==> src/rtl/branch_predictor.sv <==
// Direct-mapped branch target buffer with 2-bit saturating counters. Predicts in IF,
// trains from resolved EX outcomes, and flags mispredicts with the correct redirect PC.
module branch_predictor #(
    parameter int unsigned ENTRIES = 16,
    parameter int unsigned XLEN    = 32
) (
    input  logic            clk,
    input  logic            rst_n,
    input  logic [XLEN-1:0] if_pc,
    output logic            pred_taken,
    output logic [XLEN-1:0] pred_target,
    input  logic            ex_valid,
    input  logic [XLEN-1:0] ex_pc,
    input  logic            ex_branch,
    input  logic            ex_jump,
    input  logic            ex_taken,
    input  logic [XLEN-1:0] ex_target,
    input  logic            ex_pred_taken,
    input  logic [XLEN-1:0] ex_pred_target,
    input  logic            bp_clear,
    output logic            mispredict,
    output logic [XLEN-1:0] redirect_pc,
    output logic [31:0]     branch_cnt,
    output logic [31:0]     mispred_cnt
);
    localparam int unsigned IDX  = $clog2(ENTRIES);
    localparam int unsigned TAGW = XLEN - IDX - 2;

    logic [ENTRIES-1:0] r_valid;
    logic [TAGW-1:0]    r_tag    [ENTRIES];
    logic [XLEN-1:0]    r_target [ENTRIES];
    logic [1:0]         r_ctr    [ENTRIES];
    logic [31:0]        r_branch_cnt;
    logic [31:0]        r_mispred_cnt;

    logic [IDX-1:0]  w_if_idx;
    logic [TAGW-1:0] w_if_tag;
    logic            w_if_hit;
    logic [IDX-1:0]  w_ex_idx;
    logic [TAGW-1:0] w_ex_tag;
    logic            w_ex_hit;
    logic            w_update;
    logic            w_alloc;
    logic            w_train;
    logic            w_dir_wrong;
    logic            w_tgt_wrong;
    logic            w_nonbr_wrong;
    logic [1:0]      w_ctr_cur;
    logic [1:0]      w_ctr_next;

    // Fetch-side lookup reads registered state only, so a same-cycle EX write is not bypassed.
    assign w_if_idx    = if_pc[IDX+1:2];
    assign w_if_tag    = if_pc[XLEN-1:IDX+2];
    assign w_if_hit    = r_valid[w_if_idx] & (r_tag[w_if_idx] == w_if_tag);
    assign pred_taken  = w_if_hit & r_ctr[w_if_idx][1];
    assign pred_target = pred_taken ? r_target[w_if_idx] : if_pc + XLEN'(4);

    assign w_ex_idx = ex_pc[IDX+1:2];
    assign w_ex_tag = ex_pc[XLEN-1:IDX+2];
    assign w_ex_hit = r_valid[w_ex_idx] & (r_tag[w_ex_idx] == w_ex_tag);
    assign w_update = ex_valid & (ex_branch | ex_jump);
    assign w_alloc  = w_update & ~w_ex_hit & ex_taken;
    assign w_train  = w_update & w_ex_hit;

    assign w_ctr_cur = r_ctr[w_ex_idx];

    always_comb begin
        w_ctr_next = w_ctr_cur;
        if (ex_taken) begin
            if (w_ctr_cur != 2'b11) begin
                w_ctr_next = w_ctr_cur + 2'b01;
            end
        end else begin
            if (w_ctr_cur != 2'b00) begin
                w_ctr_next = w_ctr_cur - 2'b01;
            end
        end
    end

    assign w_dir_wrong   = ex_taken != ex_pred_taken;
    assign w_tgt_wrong   = ex_taken & (ex_target != ex_pred_target);
    // A non-control instruction that fetch redirected must be steered back to pc+4.
    assign w_nonbr_wrong = ex_valid & ~ex_branch & ~ex_jump & ex_pred_taken;
    assign mispredict    = (w_update & (w_dir_wrong | w_tgt_wrong)) | w_nonbr_wrong;
    assign redirect_pc   = (w_update & ex_taken) ? ex_target : ex_pc + XLEN'(4);

    // bp_clear has priority over any allocation or training in the same cycle.
    always_ff @(posedge clk or negedge rst_n) begin
        if (!rst_n) begin
            r_valid <= '0;
            for (int i = 0; i < int'(ENTRIES); i++) begin
                r_tag[i]    <= '0;
                r_target[i] <= '0;
                r_ctr[i]    <= 2'b01;
            end
        end else if (bp_clear) begin
            r_valid <= '0;
        end else if (w_alloc) begin
            r_valid[w_ex_idx]  <= 1'b1;
            r_tag[w_ex_idx]    <= w_ex_tag;
            r_target[w_ex_idx] <= ex_target;
            r_ctr[w_ex_idx]    <= ex_jump ? 2'b11 : 2'b10;
        end else if (w_train) begin
            r_ctr[w_ex_idx] <= w_ctr_next;
            if (ex_taken) begin
                r_target[w_ex_idx] <= ex_target;
            end
        end
    end

    always_ff @(posedge clk or negedge rst_n) begin
        if (!rst_n) begin
            r_branch_cnt  <= '0;
            r_mispred_cnt <= '0;
        end else begin
            if (w_update) begin
                r_branch_cnt <= r_branch_cnt + 32'd1;
            end
            if (mispredict) begin
                r_mispred_cnt <= r_mispred_cnt + 32'd1;
            end
        end
    end

    assign branch_cnt  = r_branch_cnt;
    assign mispred_cnt = r_mispred_cnt;

endmodule

==> config.mk <==
export PLATFORM = sky130hd
export DESIGN_NAME = branch_predictor
export DESIGN_NICKNAME = d
export VERILOG_FILES = /design/src/rtl/branch_predictor.sv
export SDC_FILE = /design/constraint.sdc
export NUM_CORES = 2
export LEC_CHECK = 0
export BUFFER_PORTS_ARGS = -buffer_cell sky130_fd_sc_hd__clkbuf_2
export CAP_MARGIN = 20
export CORE_MARGIN = 2
export CORE_UTILIZATION = 55
export DETAILED_ROUTE_END_ITERATION = 6
export PLACE_DENSITY = 0.83
export SLEW_MARGIN = 20
export SYNTH_ARGS = -nofsm -noshare
export SYNTH_HDL_FRONTEND = slang
export SYNTH_SLANG_ARGS = --single-unit
==> constraint.sdc <==
create_clock -name clk -period 8.88 [get_ports clk]
set_clock_uncertainty 0.05 [all_clocks]
set_input_delay 1.776 -clock clk [delete_from_list [all_inputs] [get_ports clk]]
set_output_delay 1.776 -clock clk [all_outputs]
set_load 0.005 [all_outputs]
== Word-level counts from Yosys, hierarchy flattened ==
Cells that the tools add are included.

* RAM bits: 0
* Latch bits: 0
* Memories kept: 0
* Bits in read-only memories: 0
* Flip-flop bits (word level): 1040
* Output and inout bits: 130
* Input bits: 136

* Divide/modulo/power cells: 0
* Shift-type cells: 0
* Multiply operators: 0
* Bitwise gates (word level): 23
* Equality and inequality tests: 5
* Magnitude comparators: 6
* Reductions and logical operators: 9
* Add/sub/neg operators: 6
* Mux-type cells: 44

{| class="wikitable"
|+ Operators by type and width
! kind !! count
|-
| $mux W512 || 3
|-
| $bwmux W512 || 1
|-
| $bwmux W416 || 1
|-
| $mux W32 || 7
|-
| $bmux W26 S4 || 2
|-
| $mux W26 || 5
|-
| $bmux W32 S4 || 1
|-
| $demux W32 S4 || 1
|-
| $demux W26 S4 || 1
|-
| $add A32 B1 Y32 const B || 2
|-
| $add A32 B3 Y32 const B || 2
|-
| $bwmux W32 || 2
|-
| $eq A26 B26 Y1 || 2
|-
| $mux W16 || 2
|-
| $ne A32 B32 Y1 || 1
|-
| $bmux W2 S4 || 2
|-
| $mux W2 || 8
|-
| $or A16 B16 Y16 || 1
|-
| $and A1 B1 Y1 || 13
|-
| $ge A5 B5 Y1 const B || 2
|-
| $lt A4 B5 Y1 const B || 2
|-
| $not A4 Y5 || 2
|-
| $bmux W1 S4 || 2
|-
| $demux W2 S4 || 1
|-
| other kinds (14) || 27
|}

== Longest topological paths before layout ==
* Depth after elaboration: 11
* Mapped depth: 16
* Gate-level depth less buffers: 9

== Least setup slack after synthesis ==
Ideal clock, no wire load.

* Kind: input-to-output
* Start: in if_pc[2]
* End: out pred_target[18]
* Stages: 11
* Required time: 7.054 ns
* Path slack: 2.089 ns
* Arrival time: 4.965 ns
* Cells stage by stage: clkbuf_1 -> buf_1 -> mux4_2 -> mux4_2 -> xnor2_1 -> nand4_1 -> nor4_1 -> and3_1 -> buf_2 -> buf_2 -> mux2_2

* Cells in the longest elaborated chain, start to end: 8
* Elaborated cells on any way between the ends: 17

{| class="wikitable"
|+ RTL lines
! what !! RTL line !! text
|-
| from (decl) || 9 || <nowiki>input logic [XLEN-1:0] if_pc,</nowiki>
|-
| $not A4 Y5 (not written as such) || 54, 55, 56 ||
|-
| $bmux W26 S4 || 54 || <nowiki>assign w_if_hit = r_valid[w_if_idx] & (r_tag[w_if_idx] == w_if_tag);</nowiki>
|-
| $mux W26 (not written as such) (2 in a row) || 54 ||
|-
| $eq A26 B26 Y1 || 54 ||
|-
| $and A1 B1 Y1 || 54 ||
|-
| $and A1 B1 Y1 || 55 || <nowiki>assign pred_taken = w_if_hit & r_ctr[w_if_idx][1];</nowiki>
|-
| $mux W32 (*) || 56 || <nowiki>assign pred_target = pred_taken ? r_target[w_if_idx] : if_pc + XLEN'(4);</nowiki>
|-
| to (decl) || 11 || <nowiki>output logic [XLEN-1:0] pred_target,</nowiki>
|}

Mark *: on every way between the ends. The rest lies on a longest branch, timed or not. The select of a mux whose other input is x is not followed.

== Final worst setup path ==
* Start: in if_pc[2]
* End: out pred_target[15]

The elaborated chain is that of the path after synthesis.

==> results.tsv <==
stage	metric	value	unit
clock_network	clockBufferDepth	3	
sta	whs	0.422	ns
grt	grt_pass1_vias	35400	
floorplan	pin_count	266	
synth	yosysTopAreaCell	dfrtp_1	
worst_setup_path	worstPathMaxFanout	62	
placed_design	dp.cells	4901	
grt	grt_start_max_net_pins	187	
sta	rsz0062_at_grt	no	
grt	grt-ovfl-total	0	
worst_setup_path	crit_required	7.05	ns
route	drc	0	
synth	synth_seq_cells	1040	
final_layout	finalInstanceArea	59400	µm²
placed_design	place_area	55400	µm²
route	wl	157000	µm
final_layout	fin_util	62.3	%
final_layout	synthToLayoutAreaGrowth	11.9	%
sta	fmax	125	MHz
grt	track_usage	32.0	%
synth	synth_commonest_cells	dfrtp_1, mux2_2, mux4_2, clkbuf_1, nand2_1	
floorplan	core.rowCount	113	
floorplan	core	95300	µm²
synth	synthArstFlopShare	100	%
clock_network	path_clk_slew	0.06	ns
placed_design	gp_congestion	0.908	
synth	syn_area	53100	µm²
route	first_pass_iters	5	
synth	yosys.cell_count.top_type	dfrtp_1	
worst_setup_path	crit_path_end_kind	output pin	
floorplan	die_y	315	µm
sta	min_period_over_period	90.1	%
clock_network	clkLatencyLatePin	0.70	ns
clock_network	cts_tree	yes	
floorplan	die_w	315	µm
sta	period_minus_slack	8.00	ns
pwr	power.density	207	nW/µm²
status	status	finished clean	
final_layout	fin_cells	5120	
synth	syn_nets	3769	
route	via_count	34600	
worst_setup_path	cp-start-kind	primary input	
flow_run	cap_viol_max_count	0	
pwr	clkPwrFrac	39.6	%
synth	synth_flop_cell	dfrtp_1	
sta	relSlewSlack	28.7	%
synth	avgSynthCellArea	14.6	µm²
grt	antenna_found_initial	17	
synth	ys_types	55	
clock_network	ctsResizeCount	0	
sta	slew_violations	0	
placed_design	dp_hpwl	98600	µm
clock_network	cts-root-buf	clkbuf_16	
clock_network	numCtsBuffers	108	
synth	synth_area_leaders	dfrtp_1, mux2_2, mux4_2, xnor2_1, clkbuf_1	
hold_path	hp-class	reg2reg	
synth	seq_area_frac_synth	49.1	%
route	drt_first_iter_violations	4206	
placed_design	numPortBuffers	265	
sta	hold_viol_final	0	
final_layout	drive_above_1_share	51.0	%
floorplan	dieArea	99000	µm²
synth	netlist_instances	3626	
clock_network	cts_setup_buffers	0	
pwr	power.share.sequential	45.8	%
placed_design	place_ws	0.974	ns
pwr	p_total	12.3	mW
synth	synth-edff-count	0	
floorplan	initial_core_util	55.7	%
final_layout	seqCellArea	26000	µm²
pwr	power.switching	3.17	mW
clock_network	hold_buffers	0	
pwr	power_switching_share	25.8	%
pwr	power.internal	9.11	mW
route	wl_per_cell	30.6	µm
synth	synth_top_area_share	48.3	%
sta	tns	0	ns
route	vias_per_cell	6.75	
grt	grt_pass1_wl	233000	µm
pwr	combPwrFrac	14.6	%
final_layout	fin_nets	3891	
pwr	power_leakage	27.2	nW
sta	setup_viol	0	
pwr	max-vdd-ir-drop	0.191	mV
final_layout	multi_input_area	25500	µm²
route	antenna_left	0	
worst_setup_path	crit_type	in2out	
clock_network	cts_num_sinks	1040	
worst_setup_path	crit_arrival	6.17	ns
final_layout	num-fill-cells	6792	
clock_network	cts.htree.levels	3	
sta	worst-slew-pin-transition	1.07	ns
synth	yosysWarningCount	0	
sta	timing.final.ws_setup	0.882	ns
[critical path: stages]
cell      delay [ns]
buf_8           0.26
buf_16          0.40
buf_4           0.28
mux4_2          0.50
mux4_2          0.50
xnor2_1         0.17
nand2_1         0.17
nor4_1          0.39
and3_2          0.89
buf_4           0.29
nand2_1         0.05
o21ai_0         0.09
clkbuf_2        0.15
[kinds of logic (layout without fill, tap and decap cells)]
group / count (synthesis) / count (layout) / share of synthesized area, %
fa+ha+maj: 7 / 7 / 0.165
buf+inv: 367 / 583 / 3.09
flops: 1040 / 1040 / 49.1
xor+xnor: 209 / 209 / 3.45
mux: 1435 / 1435 / 38.7
simple gates: 414 / 414 / 3.74
other cells: 0 / 13 / 0
compound gates: 154 / 154 / 1.76
[worst paths after layout]
check	from	to	slack, ns	cells after the start
worst max register to register	r_tag[141]	r_ctr[18]	3.72	10
worst max-delay path	if_pc[2]	pred_target[15]	0.88	13
min in group asynchronous	rst_n	r_target[97]	1.10	1
worst min register to register	mispred_cnt[31]	mispred_cnt[31]	0.42	1
max in group asynchronous	rst_n	r_tag[410]	6.11	2
worst min-delay path	mispred_cnt[31]	mispred_cnt[31]	0.42	1
[layout make-up]
class,count,area share [%]
Clock inverter,52,1.17
Inverter,33,0.209
Multi-Input combinational cell,2219,43.0
Sequential cell,1040,43.9
Tap cell,1265,2.67
Clock buffer,152,5.36
Antenna cell,13,0.0548
Timing Repair Buffer,346,3.70
[state kept, by name, indices dropped and copies added (netlist names)]
signal / cells
r_ctr: 32
branch_cnt: 32
r_valid: 16
r_target: 512
mispred_cnt: 32
r_tag: 416
[layer usage]
layer / share of wire [%] / GRT usage (%)
met4: 4.8 / 14.6
met2: 45 / 46.8
met1: 38 / 42.9
met3: 12 / 11.8
met5: 0.071 / 0
[power by group through the flow]
| stage | registers [mW] | clock network (mW) | logic [mW] |
|---|---|---|---|
| floorplan | 5.56 | 0 | 1.24 |
| global placement | 5.65 | 0 | 1.70 |
| detailed placement | 5.68 | 0 | 1.76 |
| CTS | 5.60 | 4.91 | 1.77 |
| global route | 5.67 | 5.09 | 1.90 |
| finish | 5.62 | 4.86 | 1.79 |
[cells in the final DEF (no fill, tap or decap), types with 13 or more instances in the layout]
cell / count
nand2_1: 156
inv_1: 29
mux2i_1: 61
dfstp_2: 16
clkbuf_1: 16
clkinv_2: 25
xnor2_1: 143
xor2_1: 66
dfrtp_1: 1024
nand4_1: 26
buf_4: 68
o21ai_0: 82
mux4_2: 396
diode_2: 13
and3_1: 26
clkbuf_8: 25
nor2_1: 45
bufinv_16: 13
clkbuf_16: 111
mux2_2: 967
nand3_1: 70
buf_12: 14
a21oi_1: 24
clkbuf_2: 257
No activity file was read; power rests on OpenSTA's default activity.
